===== config.mk =====
export PLATFORM = sky130hd
export DESIGN_NAME = fft_cmul_pipe
export DESIGN_NICKNAME = d
export VERILOG_FILES = /design/src/rtl/fft_cmul_pipe.sv
export SDC_FILE = /design/constraint.sdc
export NUM_CORES = 2
export LEC_CHECK = 0
export ABC_AREA = 1
export CAP_MARGIN = 20
export CORE_UTILIZATION = 63
export CTS_CLUSTER_SIZE = 30
export DETAILED_ROUTE_END_ITERATION = 10
export PLACE_DENSITY_LB_ADDON = 0.15
export SETUP_SLACK_MARGIN = 0.1
export SLEW_MARGIN = 20
export SYNTH_ARGS = -nofsm -noshare
export SYNTH_HDL_FRONTEND = slang
export SYNTH_SLANG_ARGS = --single-unit

===== constraint.sdc =====
create_clock -name clk_i -period 20.5 [get_ports clk_i]
set_clock_uncertainty 0.2 [all_clocks]
set_input_delay 4.1 -clock clk_i [delete_from_list [all_inputs] [get_ports clk_i]]
set_output_delay 4.1 -clock clk_i [all_outputs]
set_load 0.02 [all_outputs]

===== src/rtl/fft_cmul_pipe.sv =====
// fft_cmul_pipe: fully pipelined complex multiplier for the R22SDF twiddle stage.
// It computes z = x * w, or z = x * conj(w) when conj_i is set, using three real
// multiplies (Karatsuba). Latency is 5 enabled cycles. The block supports selectable
// rounding, saturate or wrap, and a sticky overflow flag.
module fft_cmul_pipe #(
    parameter int DATA_WIDTH    = 25,
    parameter int TWIDDLE_WIDTH = 10,
    parameter int NLOG2         = 10,
    parameter int ROUND_MODE    = 1,
    parameter int SATURATE      = 1
) (
    input  logic                     clk_i,
    input  logic                     rst_i,
    input  logic                     en_i,
    input  logic                     clr_ovf_i,
    input  logic                     conj_i,
    input  logic                     valid_i,
    input  logic [NLOG2-1:0]         ctr_i,
    input  logic [DATA_WIDTH-1:0]    x_re_i,
    input  logic [DATA_WIDTH-1:0]    x_im_i,
    input  logic [TWIDDLE_WIDTH-1:0] w_re_i,
    input  logic [TWIDDLE_WIDTH-1:0] w_im_i,
    output logic                     valid_o,
    output logic [NLOG2-1:0]         ctr_o,
    output logic [DATA_WIDTH-1:0]    z_re_o,
    output logic [DATA_WIDTH-1:0]    z_im_o,
    output logic                     ovf_o
);

    localparam int DW = DATA_WIDTH;
    localparam int TW = TWIDDLE_WIDTH;
    localparam int RW = DW + TW + 2;   // exact sum width out of S4
    localparam int SH = TW - 1;        // Q1.(TW-1) scaling shift
    localparam int QW = RW - SH;       // width of the scaled integer part
    localparam logic [SH-1:0] HALF = {1'b1, {(SH-1){1'b0}}};

    // stage 1: registered operands, w_im already conditionally negated at TW+1 bits
    logic signed [DW-1:0] s1_xre, s1_xim;
    logic signed [TW-1:0] s1_wre;
    logic signed [TW:0]   s1_wim;
    // stage 2: pre-adds at full width
    logic signed [DW-1:0] s2_xre, s2_xim;
    logic signed [TW-1:0] s2_wre;
    logic signed [DW:0]   s2_e;
    logic signed [TW+1:0] s2_cmd, s2_cpd;
    // stage 3/4: products and post-adds, all at RW so nothing is dropped
    logic signed [RW-1:0] s3_f, s3_pr, s3_pi;
    logic signed [RW-1:0] s4_r, s4_i;
    // valid and counter travel with the data
    logic [4:1]            vld_pipe;
    logic [4:1][NLOG2-1:0] ctr_pipe;

    logic signed [TW:0] wim_ext, wim_sel;
    logic [DW:0]        rs_re, rs_im;   // {out_of_range, value}
    logic               ovf_hit;

    // Scale by 2^-SH, round the discarded LSBs, then range check with the carry included.
    function automatic logic [DW:0] round_sat(input logic signed [RW-1:0] v);
        logic [SH-1:0]      frac;
        logic               up;
        logic signed [QW:0] r;
        logic               oor;
        logic [DW-1:0]      z;
        frac = v[SH-1:0];
        case (ROUND_MODE)
            0:       up = 1'b0;
            1:       up = (frac > HALF) || ((frac == HALF) && v[SH]);
            default: up = (frac >= HALF);
        endcase
        r   = $signed({v[RW-1], v[RW-1:SH]}) + $signed({{QW{1'b0}}, up});
        oor = (r[QW:DW-1] != {(QW-DW+2){r[QW]}});
        if (oor && (SATURATE != 0))
            z = r[QW] ? {1'b1, {(DW-1){1'b0}}} : {1'b0, {(DW-1){1'b1}}};
        else
            z = r[DW-1:0];
        return {oor, z};
    endfunction

    // Sign-extend w_im by one bit so that negating the most negative value is exact.
    always_comb begin
        wim_ext = $signed({w_im_i[TW-1], w_im_i});
        wim_sel = conj_i ? -wim_ext : wim_ext;
    end

    // S1: capture the inputs.
    always_ff @(posedge clk_i or posedge rst_i) begin
        if (rst_i) begin
            s1_xre <= '0; s1_xim <= '0; s1_wre <= '0; s1_wim <= '0;
        end else if (en_i) begin
            s1_xre <= $signed(x_re_i);
            s1_xim <= $signed(x_im_i);
            s1_wre <= $signed(w_re_i);
            s1_wim <= wim_sel;
        end
    end

    // S2: Karatsuba pre-adds e = xr - xi, c - d, c + d.
    always_ff @(posedge clk_i or posedge rst_i) begin
        if (rst_i) begin
            s2_xre <= '0; s2_xim <= '0; s2_wre <= '0;
            s2_e   <= '0; s2_cmd <= '0; s2_cpd <= '0;
        end else if (en_i) begin
            s2_xre <= s1_xre;
            s2_xim <= s1_xim;
            s2_wre <= s1_wre;
            s2_e   <= (DW+1)'(s1_xre) - (DW+1)'(s1_xim);
            s2_cmd <= (TW+2)'(s1_wre) - (TW+2)'(s1_wim);
            s2_cpd <= (TW+2)'(s1_wre) + (TW+2)'(s1_wim);
        end
    end

    // S3: the three real multiplies.
    always_ff @(posedge clk_i or posedge rst_i) begin
        if (rst_i) begin
            s3_f <= '0; s3_pr <= '0; s3_pi <= '0;
        end else if (en_i) begin
            s3_f  <= RW'(s2_wre) * RW'(s2_e);
            s3_pr <= RW'(s2_xim) * RW'(s2_cmd);
            s3_pi <= RW'(s2_xre) * RW'(s2_cpd);
        end
    end

    // S4: post-adds give the exact real and imaginary products.
    always_ff @(posedge clk_i or posedge rst_i) begin
        if (rst_i) begin
            s4_r <= '0; s4_i <= '0;
        end else if (en_i) begin
            s4_r <= s3_pr + s3_f;
            s4_i <= s3_pi - s3_f;
        end
    end

    // Valid and counter shift registers in lockstep with the data stages.
    always_ff @(posedge clk_i or posedge rst_i) begin
        if (rst_i) begin
            vld_pipe <= '0;
            ctr_pipe <= '0;
        end else if (en_i) begin
            vld_pipe <= {vld_pipe[3:1], valid_i};
            ctr_pipe <= {ctr_pipe[3:1], ctr_i};
        end
    end

    // Rounding and range check feeding S5; bubbles never flag overflow.
    always_comb begin
        rs_re   = round_sat(s4_r);
        rs_im   = round_sat(s4_i);
        ovf_hit = vld_pipe[4] & (rs_re[DW] | rs_im[DW]);
    end

    // S5: output register.
    always_ff @(posedge clk_i or posedge rst_i) begin
        if (rst_i) begin
            valid_o <= 1'b0;
            ctr_o   <= '0;
            z_re_o  <= '0;
            z_im_o  <= '0;
        end else if (en_i) begin
            valid_o <= vld_pipe[4];
            ctr_o   <= ctr_pipe[4];
            z_re_o  <= rs_re[DW-1:0];
            z_im_o  <= rs_im[DW-1:0];
        end
    end

    // Sticky overflow: a new overflow beats a simultaneous clear; clear works while stalled.
    always_ff @(posedge clk_i or posedge rst_i) begin
        if (rst_i)
            ovf_o <= 1'b0;
        else if (en_i && ovf_hit)
            ovf_o <= 1'b1;
        else if (clr_ovf_i)
            ovf_o <= 1'b0;
    end

endmodule


-- After elaboration in Yosys (flattened, before gate mapping)
Cells that the tools add are included.
- reduce and logical (&&, ||, !) cells: 6
- equality and inequality tests: 4
- mux-type cells: 7
- order comparisons: 2
- multiply operators: 3
- add/sub/neg operators: 8
- bitwise gates (word level): 2
- operator list (kind ; number):
    25-bit 2-to-1 mux ; 4
    25-bit by 12-bit multiplier with 37-bit output ; 2
    28-bit by 2-bit adder with 29-bit output ; 2
    37-bit adder ; 1
    37-bit subtractor ; 1
    10-bit by 26-bit multiplier with 36-bit output ; 1
    25-bit by 25-bit subtractor with 26-bit output ; 1
    9-bit equality test (second input constant) ; 2
    9-bit greater-than comparator (second input constant) ; 2
    10-bit by 11-bit adder with 12-bit output ; 1
    10-bit by 11-bit subtractor with 12-bit output ; 1
    11-bit 2-to-1 mux ; 1
    10-bit negator with 11-bit output ; 1
    4-bit != test ; 2
    1-bit logical AND ; 3
    1-bit logical OR ; 2
    1-bit 2-to-1 mux ; 2
    2-bit nonzero test ; 1
    1-bit AND ; 1
    1-bit OR ; 1
- input bits: 86
- flip-flop bits (word level): 472
- output and inout bits: 62
- word-level logic and storage cells: 57

-- Depth between registers and ports, before layout
- depth after elaboration: 9
- gate-level depth with buffers: 26
- gate-level depth less buffers: 24

-- Worst setup path after synthesis
OpenSTA, ideal clock, no wires.
- path kind: input -> register
- start: input port en_i
- end: register s2_e[17]
- data arrival time: 5.437 ns
- setup slack: 14.797 ns
- buffers on the path: 4
- data required time: 20.234 ns
- stages: 7
- setup time: 0.066 ns
- cells stage by stage: inv_1 -> clkbuf_1 -> clkbuf_1 -> clkbuf_1 -> buf_1 -> nand2_1 -> nand2_1
- RTL lines (item ; line ; text):
    from (decl) ; 14 ; input logic en_i,
    to (signal assigned) ; 106 ; s2_e <= (DW+1)'(s1_xre) - (DW+1)'(s1_xim);
    to (decl) ; 44 ; logic signed [DW:0] s2_e;

==> results by group <==
Outcome
  – Status: completed

Clock network
  – H-tree Lvls: 2
  – Postcts setup bufs: 0
  – Worst-path clk slew: approximately 60 ps
  – Worst skew pair latency: ~700 ps
  – CTS max path bufs: 3
  – Post-CTS Hold Buffers: 0
  – CTS resizes: 0
  – Root Buffer: clkbuf_16
  – Sink Count: 470
  – Inserted Clock Buffers: between 50 and 60
  – TritonCTS clock tree: built

Global routing
  – Antenna violations before repair: 0
  – Vias in the first global route: about 50,000
  – Total grt overflow: 0
  – First-pass GRT wire length: 270,000 um
  – Pin count of the biggest net entering global routing: 170
  – Total track usage: 0.371

Drt
  – Vias/cell: around 5.6
  – 1st-pass router iterations: 6
  – Total length of routed wires: approximately 170,000 um
  – WL/cell: 18.8 um
  – Initial DRC Count: ~4,600
  – Antenna-violating nets left: 0
  – Routed vias: around 50,000
  – DRC viols: 0

Timing
  – Worst-margin pin slew: approximately 1200 ps
  – RSZ-0062 raised after global routing: false
  – Setup tns final: 0 ps
  – Fin crit share: 0.338
  – Slew Limit Headroom: 0.203
  – F_max: around 140 MHz
  – Final setup fails: 0
  – Final Hold Viols: 0
  – Fin. max-slew vios: 0
  – Min Tclk post-route: roughly 6900 ps

Floorplanning
  – Starting Density: 0.638
  – Number of cell rows: 110
  – Die height: 305 um
  – IO Count: around 150
  – Die X: 305 um
  – Die Area: ~0.093 mm^2
  – Core Area: between 0.09 and 0.1 mm^2

Setup path
  – Worst EP arrival: 7330 ps
  – FF-to-FF path depth: 18
  – CP Capture Type: flop
  – WS Path Type: in2reg
  – R2r setup slk: approximately 14,000 ps
  – CP Max Fanout: between 90 and 100
  – R2R Path End: s3_f[26]
  – Reg2reg start: s2_wre[3]
  – CP Launch Type: input port
  – Req. time, crit path: between 20,000 and 25,000 ps

Synthesis
  – Cell area after synthesis: a little under 0.06 mm^2
  – Most frequent cell after synthesis: nand2_1
  – Synth warn: 0
  – Cell taking the most area after synthesis: fa_1
  – Post-Syn Area per Cell: roughly 7.4 um^2
  – Sequential area share after synthesis: 0.204
  – Post-synth EDFFs: 0
  – Post-Syn Nets: roughly 9,000
  – Top cells by area, synth: fa_1 26%, dfrtp_1 20%, nand2_1 14%
  – Synth top area share: 0.264
  – Top cells by instance count after synthesis: 2,200 x nand2_1, 1,628 x inv_1, 760 x fa_1
  – Gate Count Post-Synth: roughly 7,800
  – Yosys cell types: 42
  – Async SR Flop Fraction: 1.00
  – Post-synth top flop: dfrtp_1
  – Post-synthesis register bit count: 470

Finish
  – Synth-to-layout area growth: 6.77%
  – Final #Nets: about 8,900
  – Share of layout cells above drive strength 1: 0.0256
  – N_diodes: 0

Placed design
  – DP Wirelength: between 100,000 and 150,000 um
  – GPL Wtd Cong: approximately 0.99
  – Input/output buffers: between 100 and 150

Job
  – Max-cap viol count: 0

Hold path
  – WHS Endpoint: ctr_pipe[14]
  – WHS Path Cells: 2
  – HP Class: reg2reg
  – Hold_sp: ctr_pipe[4]
==> sequential cells by signal (all words and copies together), names as in the netlist, 11 cells and up <==
signal / flops
s4_i: 37
s3_f: 36
s2_xim: 25
z_re_o: 25
s4_r: 37
s3_pr: 37
s2_cmd: 12
s2_e: 26
s2_xre: 25
s1_xre: 25
s1_wim: 11
z_im_o: 25
s1_xim: 25
ctr_pipe: 40
s2_cpd: 11
s3_pi: 37
==> through the flow <==
step           area, um^2  worst slack [ps]   util  hold WS [ps]  instances
2_1_floorplan       57700              3090      -           242       7766
3_3_place_gp        59700             13080  0.660           254       8818
3_5_place_dp        59700             12970  0.660           259       8818
4_1_cts             61600             13710  0.682           263       8917
5_1_grt             61600             13270  0.682           295       8917
6_report            61600             13560  0.682           254       8917
==> worst max path at each step <==
stage,startpoint,endpoint,slack [ps],cells past startpoint
detailed placement,en_i,s3_f[9],12970,6
floorplan,rst_i,ctr_o[0],3090,1
CTS,en_i,s2_cmd[7],13710,5
finish,en_i,s4_r[11],13560,6
global route,en_i,s3_f[9],13270,6
global placement,en_i,s3_f[9],13080,6
==> metal layers <==
| layer | vias to the layer above | GRT usage | wire length (um) |
|---|---|---|---|
| met2 | 2239 | 0.569 | 73100 |
| met3 | 334 | 0.0601 | 14500 |
| li1 | 23300 | - | - |
| met4 | 0 | 0.151 | 7500 |
| met1 | 24000 | 0.526 | 72500 |
| met5 | - | 0 | 0 |
==> placed cells by master, fill, tap and decap left out, types with 15 or more instances in the layout <==
master | netlist | final
xnor2_1 | 34 | 34
nand3b_1 | 19 | 19
dfrtp_1 | 470 | 461
o21ai_0 | 475 | 475
a31oi_1 | 59 | 59
clkbuf_16 | 0 | 54
inv_1 | 1628 | 1626
a21boi_0 | 15 | 15
or2_2 | 36 | 36
nor2_1 | 506 | 506
nand3_1 | 306 | 306
nor3_1 | 52 | 52
nor4_1 | 15 | 15
ha_1 | 357 | 357
a21oi_1 | 253 | 253
nand4_1 | 74 | 74
nand2_1 | 2200 | 2200
fa_1 | 760 | 760
clkdlybuf4s50_1 | 0 | 146
a21o_1 | 16 | 16
xor2_1 | 99 | 99
buf_4 | 8 | 24
o21bai_1 | 25 | 25
==> worst max-delay path: stages <==
cell and delay [ps]:
buf_8 430, buf_4 570, buf_4 840, buf_4 880
nor2_1 120, a31oi_1 200
==> cell families after synthesis <==
| logic type | count (synthesis) | synth area share |
|---|---|---|
| simple gates | 3238 | 0.227 |
| buf+inv | 1929 | 0.127 |
| fa+ha+maj | 1117 | 0.341 |
| compound gates | 879 | 0.0812 |
| flops | 470 | 0.204 |
| xor+xnor | 133 | 0.0202 |
==> cell type report <==
class | count | area, um^2
Inverter | 1632 | 6140
Tap cell | 1176 | 1470
Clock buffer | 72 | 1520
Timing Repair Buffer | 173 | 1690
Sequential cell | 470 | 11800
Multi-Input combinational cell | 5367 | 38700
Fill cell | 7833 | 28800
Clock inverter | 27 | 394
Power is not shown: default switching activity piles up to over one toggle a cycle in this logic, so the estimate is an artifact.
